File: config.mk
export PLATFORM = sky130hd
export DESIGN_NAME = connect_arb
export DESIGN_NICKNAME = d
export VERILOG_FILES = /design/src/rtl/connect_arb.sv
export SDC_FILE = /design/constraint.sdc
export NUM_CORES = 1
export LEC_CHECK = 0
export ABC_AREA = 0
export ABC_CLOCK_PERIOD_IN_PS = 2400
export CAP_MARGIN = 20
export CORE_MARGIN = 2
export CORE_UTILIZATION = 49
export DETAILED_ROUTE_END_ITERATION = 16
export PLACE_DENSITY = 0.73
export SLEW_MARGIN = 5
export SYNTH_ARGS = -nofsm -noshare
export SYNTH_HDL_FRONTEND = slang
export SYNTH_SLANG_ARGS = --single-unit
File: constraint.sdc
create_clock -name clk -period 2.4 [get_ports clk]
set_input_delay 0.48 -clock clk [delete_from_list [all_inputs] [get_ports clk]]
set_output_delay 0.48 -clock clk [all_outputs]
set_load 0.01 [all_outputs]
File: src/rtl/connect_arb.sv
// Round-robin arbiter for one shared drive/observe link: IDLE -> GRANT -> RELEASE,
// with a bounded hold time and a registered, owner-addressed observe path.
module connect_arb #(
  parameter int N        = 4,
  parameter int MAX_HOLD = 8
) (
  input  logic         clk,
  input  logic         rst,
  input  logic [N-1:0] req,
  input  logic [N-1:0] drive_in,
  output logic [N-1:0] gnt,
  output logic         link_en,
  output logic         link_drive,
  input  logic         link_observe,
  output logic         obs_q,
  output logic [N-1:0] obs_valid,
  output logic [1:0]   dbg_state
);

  localparam int PW = (N > 1) ? $clog2(N) : 1;
  localparam logic [7:0] HOLD_LAST = 8'(MAX_HOLD - 1);

  typedef enum logic [1:0] {
    IDLE    = 2'd0,
    GRANT   = 2'd1,
    RELEASE = 2'd2
  } state_t;

  state_t          r_state;
  state_t          w_next_state;
  logic [N-1:0]    r_gnt;
  logic [N-1:0]    r_obs_valid;
  logic            r_obs_q;
  logic [PW-1:0]   r_owner;
  logic [PW-1:0]   r_ptr;
  logic [7:0]      r_hcnt;
  logic [PW-1:0]   w_winner;
  logic [N-1:0]    w_winner_oh;
  logic [N-1:0]    w_owner_oh;
  logic            w_any_req;
  logic            w_leave;

  // First requester at or above p, wrapping; scanned downward so the lowest offset wins.
  function automatic logic [PW-1:0] rr_pick(input logic [N-1:0] r, input logic [PW-1:0] p);
    logic [PW-1:0] w;
    int            s;
    w = '0;
    for (int i = N - 1; i >= 0; i--) begin
      s = int'(p) + i;
      if (s >= N) s = s - N;
      if (r[s[PW-1:0]]) w = PW'(s);
    end
    return w;
  endfunction

  assign w_any_req   = |req;
  assign w_winner    = rr_pick(req, r_ptr);
  assign w_winner_oh = {{(N-1){1'b0}}, 1'b1} << w_winner;
  assign w_owner_oh  = {{(N-1){1'b0}}, 1'b1} << r_owner;
  assign w_leave     = !req[r_owner] || (r_hcnt == HOLD_LAST);

  always_comb begin
    w_next_state = r_state;
    case (r_state)
      IDLE:    if (w_any_req) w_next_state = GRANT;
      GRANT:   if (w_leave) w_next_state = RELEASE;
      RELEASE: w_next_state = IDLE;
      default: w_next_state = IDLE;
    endcase
  end

  always_ff @(posedge clk or posedge rst) begin
    if (rst) begin
      r_state     <= IDLE;
      r_gnt       <= '0;
      r_obs_valid <= '0;
      r_obs_q     <= 1'b0;
      r_owner     <= '0;
      r_ptr       <= '0;
      r_hcnt      <= '0;
    end else begin
      r_state     <= w_next_state;
      r_obs_q     <= link_observe;
      r_obs_valid <= (r_state == GRANT) ? w_owner_oh : '0;
      case (r_state)
        IDLE: begin
          if (w_any_req) begin
            r_owner <= w_winner;
            r_gnt   <= w_winner_oh;
            r_hcnt  <= '0;
          end
        end
        GRANT: begin
          r_hcnt <= r_hcnt + 8'd1;
          if (w_leave) r_gnt <= '0;
        end
        RELEASE: begin
          // Pointer moves past the last owner so a forced release hands over fairly.
          r_ptr <= (r_owner == PW'(N - 1)) ? '0 : r_owner + 1'b1;
        end
        default: r_gnt <= '0;
      endcase
    end
  end

  assign gnt        = r_gnt;
  assign link_en    = (r_state == GRANT);
  assign link_drive = (r_state == GRANT) && drive_in[r_owner];
  assign obs_q      = r_obs_q;
  assign obs_valid  = r_obs_valid;
  assign dbg_state  = r_state;

endmodule

==> results by group, run 1 <==
Floorplan
  • Top Ports: 24
  • Core area: 0.00219 mm^2
  • FP Rows: 17
  • Initial Util: 0.516
  • Die ar.: 0.00271 mm^2
  • Die X-Extent: around 52 um
  • Die Height: ~52 um

CTS
  • Hold_buf cts: 0
  • H-tree depth: 1
  • Clock slew at reported path FFs: roughly 120 ps
  • Post-cts sizing count: 1
  • Clock buffer depth: 2
  • Clk sinks: 23
  • Root Driver: clkbuf_4
  • Post-CTS setup buffers: 0
  • CTS tree: built
  • Clock Latency Late Sink: roughly 300 ps
  • Number of buffers created by CTS: 3

Synthesis
  • Adder-cell share of the synthesized area: 0.0553
  • Synthesized area: 0.00113 mm^2
  • Synth cell types: 31
  • Sequential fraction of the synthesis area: 0.509
  • Compound-cell area share of the yosys netlist: 0.167
  • Asr flop ratio synth: 1.00
  • Number of synthesized flops with an enable pin: 0
  • Syn nets: approximately 120
  • Post-Syn Instances: ~110
  • Area contributors post-synth: dfrtp_1, ha_1, mux4_2, o21ai_1, nand2_1
  • Syn. warnings: 0
  • Post-synthesis mux area share: 0.0597
  • Largest family of logic cells by synthesized area: simple AND/OR/NAND/NOR gates
  • Syn avg cell area: about 11 um^2
  • Xor/xnor share of the synthesized area: 0.0155
  • Commonest cells in the netlist: dfrtp_1, nand2_1, o21ai_1
  • FF+latch count, synth: 23
  • Simple-Gate Fraction of Synth Area: 0.167
  • Cell taking the most area after synthesis: dfrtp_1
  • Top-area cell type share of the netlist area: 0.509
  • Top-count cell post-synth: dfrtp_1
  • Top FF cell, synth: dfrtp_1

GRT
  • Largest net degree at the start of global routing: 24
  • Vias in the first global route: 892
  • Global route overflow: 0
  • Tot GR Track Use: 0.185
  • Global-route wire length before repair: between 3000 and 4000 um
  • Initial antenna violation count: 0

STA
  • Slew Viols, Final: 0
  • Fmax achieved: 0.448 GHz
  • Setup slack after layout: 168 ps
  • Hold_ws: between 500 and 600 ps
  • Endpoints failing setup: 0
  • Setup TNS: 0 ps
  • Period utilisation layout: 0.930
  • Fin crit period: 2230 ps
  • Fin. Hold Viols: 0
  • Least-Margin Pin Slew: 540 ps
  • Max-Slew Margin vs Limit: 0.631
  • RSZ-0062 raised after global routing: no
  • Final Skew: 0.704 ps

Power
  • Seq pwr share: 0.411
  • Sw Share: 0.375
  • Worst VDD drop: between 0.5 and 0.6 mV
  • Combinational cell fraction of total power: 0.470
  • Pleak: approximately 0.00066 uW
  • Switching power: about 550 uW
  • Internal power: about 920 uW
  • Clock group share of total power: 0.119
  • P per Cell Area: between 1000 and 1500 mW/mm^2

Critical path
  • Worst EP required: 1920 ps
  • Chain of cells forming the critical path: clkdlybuf4s50_1, mux4_2, and2_1, dlygate4sd2_1
  • Critical path class: in -> out
  • Critical Path Source Type: input pin
  • CP Capture Type: output pin
  • Crit-path leading delay family: buffers and inverters
  • Slowest CP cell: mux4_2
  • Worst path buffer plus inverter count: 2
  • Max stage delay on crit path: 430 ps
  • Crit path from: drive_in[1]
  • Maximum fanout along the worst path: 1
  • Critical Path AT: 1750 ps
  • Reg-to-reg startpoint: r_hcnt[0]$_DFFE_PP0P_

Final layout
  • Share of cells above drive strength 1: 0.102
  • Finished Layout Cells: between 150 and 200
  • Area grow syn2layout: 28.1%
  • Final nets: ~150
  • Fin util: 0.661
  • Number of diodes: 0

Drt
  • Starting DRT DRC Count: 14
  • Drt first pass iters: 4
  • Final WL: 2260 um
  • Avg WL per Cell: 13.7 um
  • Vias/cell: about 5.6
  • DRC Markers: 0
  • DRT antenna net count: 0
  • Vias after detailed routing: just over 900

Place
  • Port Buf Inserts: 23
  • HPWL Detailed: 1720 um
  • Placed insts: approximately 160
  • GPL Wtd Cong: 0.855
  • Placement Setup Slack: -31.7 ps

Hold path
  • Min-Delay Path Class: in -> async

Run status
  • Status: complete, no violations

Run
  • MaxCap Viol Count: 0
metal layers:
layer	routed length [um]	global-route usage	vias up
met5	0	0	-
met4	12	0.0833	0
met3	95	0.0287	2
met2	1150	0.304	18
met1	1000	0.240	454
li1	-	-	445
path summary, 6_finish.rpt:
| check | end | slack, ps | cells past startpoint |
|---|---|---|---|
| max | link_drive | 170 | 4 |
| max reg2reg | gnt[2]$_DFFE_PP0P_ | 440 | 5 |
| min | obs_q$_DFF_PP0_ | 520 | 3 |
| min in group clk | r_hcnt[7]$_DFFE_PP0P_ | 520 | 1 |
| min reg2reg | r_hcnt[7]$_DFFE_PP0P_ | 520 | 1 |
| max in group asynchronous | r_ptr[1]$_DFFE_PP0P_ | 1660 | 3 |
flip-flops by register name (all words and copies together) (netlist names):
name,cells
dbg_state,2
obs_q,1
r_hcnt,8
gnt,4
obs_valid,4
r_owner,2
r_ptr,2
stage by stage:
stage	power (uW)	instance area [um^2]
2_1_floorplan	996	1130
3_3_place_gp	1290	1420
3_5_place_dp	1320	1420
4_1_cts	1490	1450
5_1_grt	1590	1450
6_report	1480	1450
tightest hold or removal path, stage by stage:
cell             delay (ps)
clkdlybuf4s50_1         400
inv_1                    60
buf_4                   280
power groups by stage:
stage	sequential [uW]	clock, uW	combinational [uW]
finish	607	175	693
CTS	608	181	700
floorplan	629	0	367
global placement	608	0	687
detailed placement	615	0	702
global route	626	201	761
area by class of cell:
type | count | area [um^2]
clock inverter | 1 | 5.00
clock buffer | 3 | 22.5
tap | 28 | 35.0
timing repair buffer | 27 | 259
sequential | 23 | 576
multi-input combinational | 76 | 526
inverter | 7 | 26.3
fill | 186 | 742
cells in the final DEF, fill, tap and decap left out, types with 2 or more instances in the layout:
master           instances
mux2_2                   2
a21oi_1                  2
a22o_1                   3
dfrtp_1                 23
clkdlybuf4s50_1         22
nand4_1                  3
o21ai_0                  5
nor2_1                   6
and2_1                   5
and3_1                   2
o21bai_1                 2
xor2_1                   2
inv_1                    6
o2bb2ai_1                2
nor2b_1                  2
o21ai_1                  7
ha_1                     5
buf_4                    4
mux4_2                   2
nand3_1                  6
clkbuf_4                 3
nand2_1                  9
o21a_1                   2
logic make-up after synthesis:
logic type / after synthesis
AOI/OAI and AO/OA: 28
muxes: 4
buffers and inverters: 8
xor gates and xnor gates: 2
DFF: 23
adders and majority gates: 5
and+or+nand+nor: 37
No activity file was read; power rests on OpenSTA's default activity.
==> run 2: changes to the inputs <==
--- a/config.mk
+++ b/config.mk
@@ -10,8 +10,10 @@
 export CAP_MARGIN = 20
 export CORE_MARGIN = 2
 export CORE_UTILIZATION = 49
+export CTS_CLUSTER_SIZE = 40
 export DETAILED_ROUTE_END_ITERATION = 16
 export PLACE_DENSITY = 0.73
+export REMOVE_ABC_BUFFERS = 1
 export SLEW_MARGIN = 5
 export SYNTH_ARGS = -nofsm -noshare
 export SYNTH_HDL_FRONTEND = slang
==> run 2 against run 1 <==
Net effect: clock skew rose by 3.5 ps; global-route usage is 1.4 points higher; clock power up 2%; critical path type is now reg -> out; non-clock buffer count shrank 1; worst hold slack got worse by 190 ps; first-iteration DRC count increased by 71%; setup slack got worse by 51 ps; critical endpoint is now link_en; wire length up 2.4%; critical path depth fell by 1; highest routed layer unchanged.
==> results by group, run 2 (synthesis results as in run 1) <==
Drt
  • Vias after detailed routing: 920 (was 919)
  • Drt first pass iters: 4 (unchanged)
  • DRT antenna net count: 0 (unchanged)
  • Avg WL per Cell: 14.1 um (was 13.7 um)
  • Vias/cell: 5.61 (was 5.57)
  • DRC Markers: 0 (unchanged)
  • Starting DRT DRC Count: 24 (was 14)
  • Final WL: 2310 um (was 2260 um)

Place
  • GPL Wtd Cong: 0.813 (was 0.855)
  • Area post-placement: 0.00142 mm^2 (about the same)
  • HPWL Detailed: 1720 um (about the same)
  • Port Buf Inserts: 23 (unchanged)

Critical path
  • CP Depth: 3 (was 4)
  • Register-to-register setup slack: 500 ps (was 440 ps)
  • RR Endpoint: gnt[0]$_DFFE_PP0P_ (was gnt[2]$_DFFE_PP0P_)
  • Chain of cells forming the critical path: nand2b_1, inv_4, clkdlybuf4s50_1 (was clkdlybuf4s50_1, mux4_2, and2_1, dlygate4sd2_1)
  • Critical path class: reg -> out (was in -> out)
  • Maximum fanout along the worst path: 13 (was 1)
  • Reg-to-reg startpoint: r_hcnt[0]$_DFFE_PP0P_ (unchanged)
  • Crit-path leading delay family: buffers and inverters (unchanged)
  • Worst EP required: 1920 ps (about the same)
  • Worst path buffer plus inverter count: 2 (unchanged)
  • Critical Path AT: 1800 ps (was 1750 ps)
  • Critical Path Source Type: flip-flop (was input pin)
  • CP Capture Type: output pin (unchanged)
  • Max stage delay on crit path: 560 ps (was 430 ps)
  • Slowest CP cell: clkdlybuf4s50_1 (was mux4_2)
  • Worst Reg-to-Reg Cells: 5 (unchanged)

STA
  • Slew Viols, Final: 0 (unchanged)
  • Setup TNS: 0 ps (unchanged)
  • Endpoints failing setup: 0 (unchanged)
  • Hold_ws: 323 ps (was 516 ps)
  • Fin. Hold Viols: 0 (unchanged)
  • Period utilisation layout: 0.951 (was 0.930)
  • RSZ-0062 raised after global routing: no (unchanged)
  • Max-Slew Margin vs Limit: 0.621 (was 0.631)
  • Fmax achieved: 0.438 GHz (was 0.448 GHz)
  • Least-Margin Pin Slew: 555 ps (was 540 ps)
  • Fin crit period: 2280 ps (was 2230 ps)
  • Final Skew: 4.21 ps (was 0.704 ps)

GRT
  • Largest net degree at the start of global routing: 21 (was 24)
  • Global-route wire length before repair: 3950 um (was 3690 um)
  • Vias in the first global route: 912 (was 892)
  • Global route overflow: 0 (unchanged)
  • Initial antenna violation count: 0 (unchanged)
  • Tot GR Track Use: 0.200 (was 0.185)

Final layout
  • Final nets: 153 (was 154)
  • Max reg flops: 8 (unchanged)
  • Area grow syn2layout: 27.7% (was 28.1%)
  • Filler cells: 169 (was 186)
  • Most frequent cells in the layout: dfrtp_1, clkdlybuf4s50_1, nand2_1 (unchanged)
  • Commonest non-fill, non-tap cell in the layout: dfrtp_1 (unchanged)
  • Share of cells above drive strength 1: 0.0956 (was 0.102)
  • Fin area: 0.00144 mm^2 (was 0.00145 mm^2)
  • Reg with most FFs: r_hcnt (unchanged)
  • Number of diodes: 0 (unchanged)

Floorplan
  • FP Rows: 17 (unchanged)
  • Die Height: 52.0 um (unchanged)
  • Die X-Extent: 52.0 um (unchanged)
  • Initial Util: 0.516 (unchanged)
  • Die ar.: 0.00271 mm^2 (unchanged)
  • Top Ports: 24 (unchanged)
  • Core area: 0.00219 mm^2 (unchanged)

CTS
  • Clock buffer depth: 2 (unchanged)
  • Clk sinks: 23 (unchanged)
  • CTS tree: built (unchanged)
  • Hold_buf cts: 0 (unchanged)
  • Post-CTS setup buffers: 0 (unchanged)
  • H-tree depth: 1 (unchanged)
  • Number of buffers created by CTS: 3 (unchanged)
  • Root Driver: clkbuf_4 (unchanged)
  • Clock Latency Late Sink: 310 ps (was 300 ps)
  • Clock slew at reported path FFs: 120 ps (about the same)

Power
  • P per Cell Area: 1020 mW/mm^2 (about the same)
  • Overall power: 1470 uW (was 1480 uW)
  • Pleak: 0.000655 uW (was 0.000660 uW)
  • Worst VDD drop: 0.622 mV (was 0.565 mV)

Run
  • MaxCap Viol Count: 0 (unchanged)

Hold path
  • Min-Delay Path Class: in -> async (unchanged)

Run status
  • Status: complete, no violations (unchanged)
[run 2: cell count changes in the layout (fill, tap and decap cells not counted)]
cell,change
inv_4,+1
inv_2,-1
buf_4,-1
[run 2: worst max-delay path by stage]
stage,start,end,slack [ps]
after CTS,dbg_state[1]$_DFFE_PP0P_,link_en,80
after detailed placement,drive_in[3],link_drive,-60
final,dbg_state[1]$_DFFE_PP0P_,link_en,120
after global placement,drive_in[3],link_drive,-30
after global routing,dbg_state[1]$_DFFE_PP0P_,link_en,50
after floorplan,r_hcnt[0]$_DFFE_PP0P_,gnt[0]$_DFFE_PP0P_,700
[run 2: final cells by class]
type                       instances  area (um^2)  area share
inverter                           7         28.8      0.0199
tap                               28         35.0      0.0243
clock inverter                     1         5.00     0.00347
sequential                        23          576       0.399
timing repair buffer              26          251       0.174
clock buffer                       3         22.5      0.0156
multi-input combinational         76          526       0.364
[run 2: routing by layer]
layer	vias to the layer above	share of wire	wire (um)	track usage
met5	-	0	0	0
met4	0	0.021	48	0.101
met3	4	0.053	123	0.0374
met2	25	0.47	1090	0.319
met1	445	0.46	1060	0.258
li1	446	-	-	-
[run 2: worst reg2reg max path, cell delays in order, from the launching register on]
cell and delay (ps):
dfrtp_1 460, ha_1 270, nor4b_1 240, nand3_1 170, a311o_1 410, a22o_1 260
[run 2: repair_timing]
item,CTS,global route
hold endpoints to repair,0,0
gates resized for setup,1,1
endpoints found under the setup margin,1,1
[run 2: where the power goes]
part | leakage, uW | switching, uW | total [uW] | internal [uW]
Combinational | 0.000336 | 334 | 683 | 350
Sequential | 0.000302 | 109 | 608 | 499
Clock | 0.0000177 | 117 | 179 | 62.3
[run 2: through the flow]
step           setup slack (ps)  utilization  instances
2_1_floorplan               696            -        106
3_3_place_gp              -34.9        0.646        160
3_5_place_dp              -56.8        0.646        160
4_1_cts                    76.9        0.658        164
5_1_grt                    46.5        0.659        164
6_report                    117        0.659        164
==> run 3: changes to the inputs <==
--- a/config.mk
+++ b/config.mk
@@ -6,7 +6,6 @@
 export NUM_CORES = 1
 export LEC_CHECK = 0
 export ABC_AREA = 0
-export ABC_CLOCK_PERIOD_IN_PS = 2400
 export CAP_MARGIN = 20
 export CORE_MARGIN = 2
 export CORE_UTILIZATION = 49
==> results of run 3 <==
The final DEF is identical to that of run 2; final timing and power are the same.
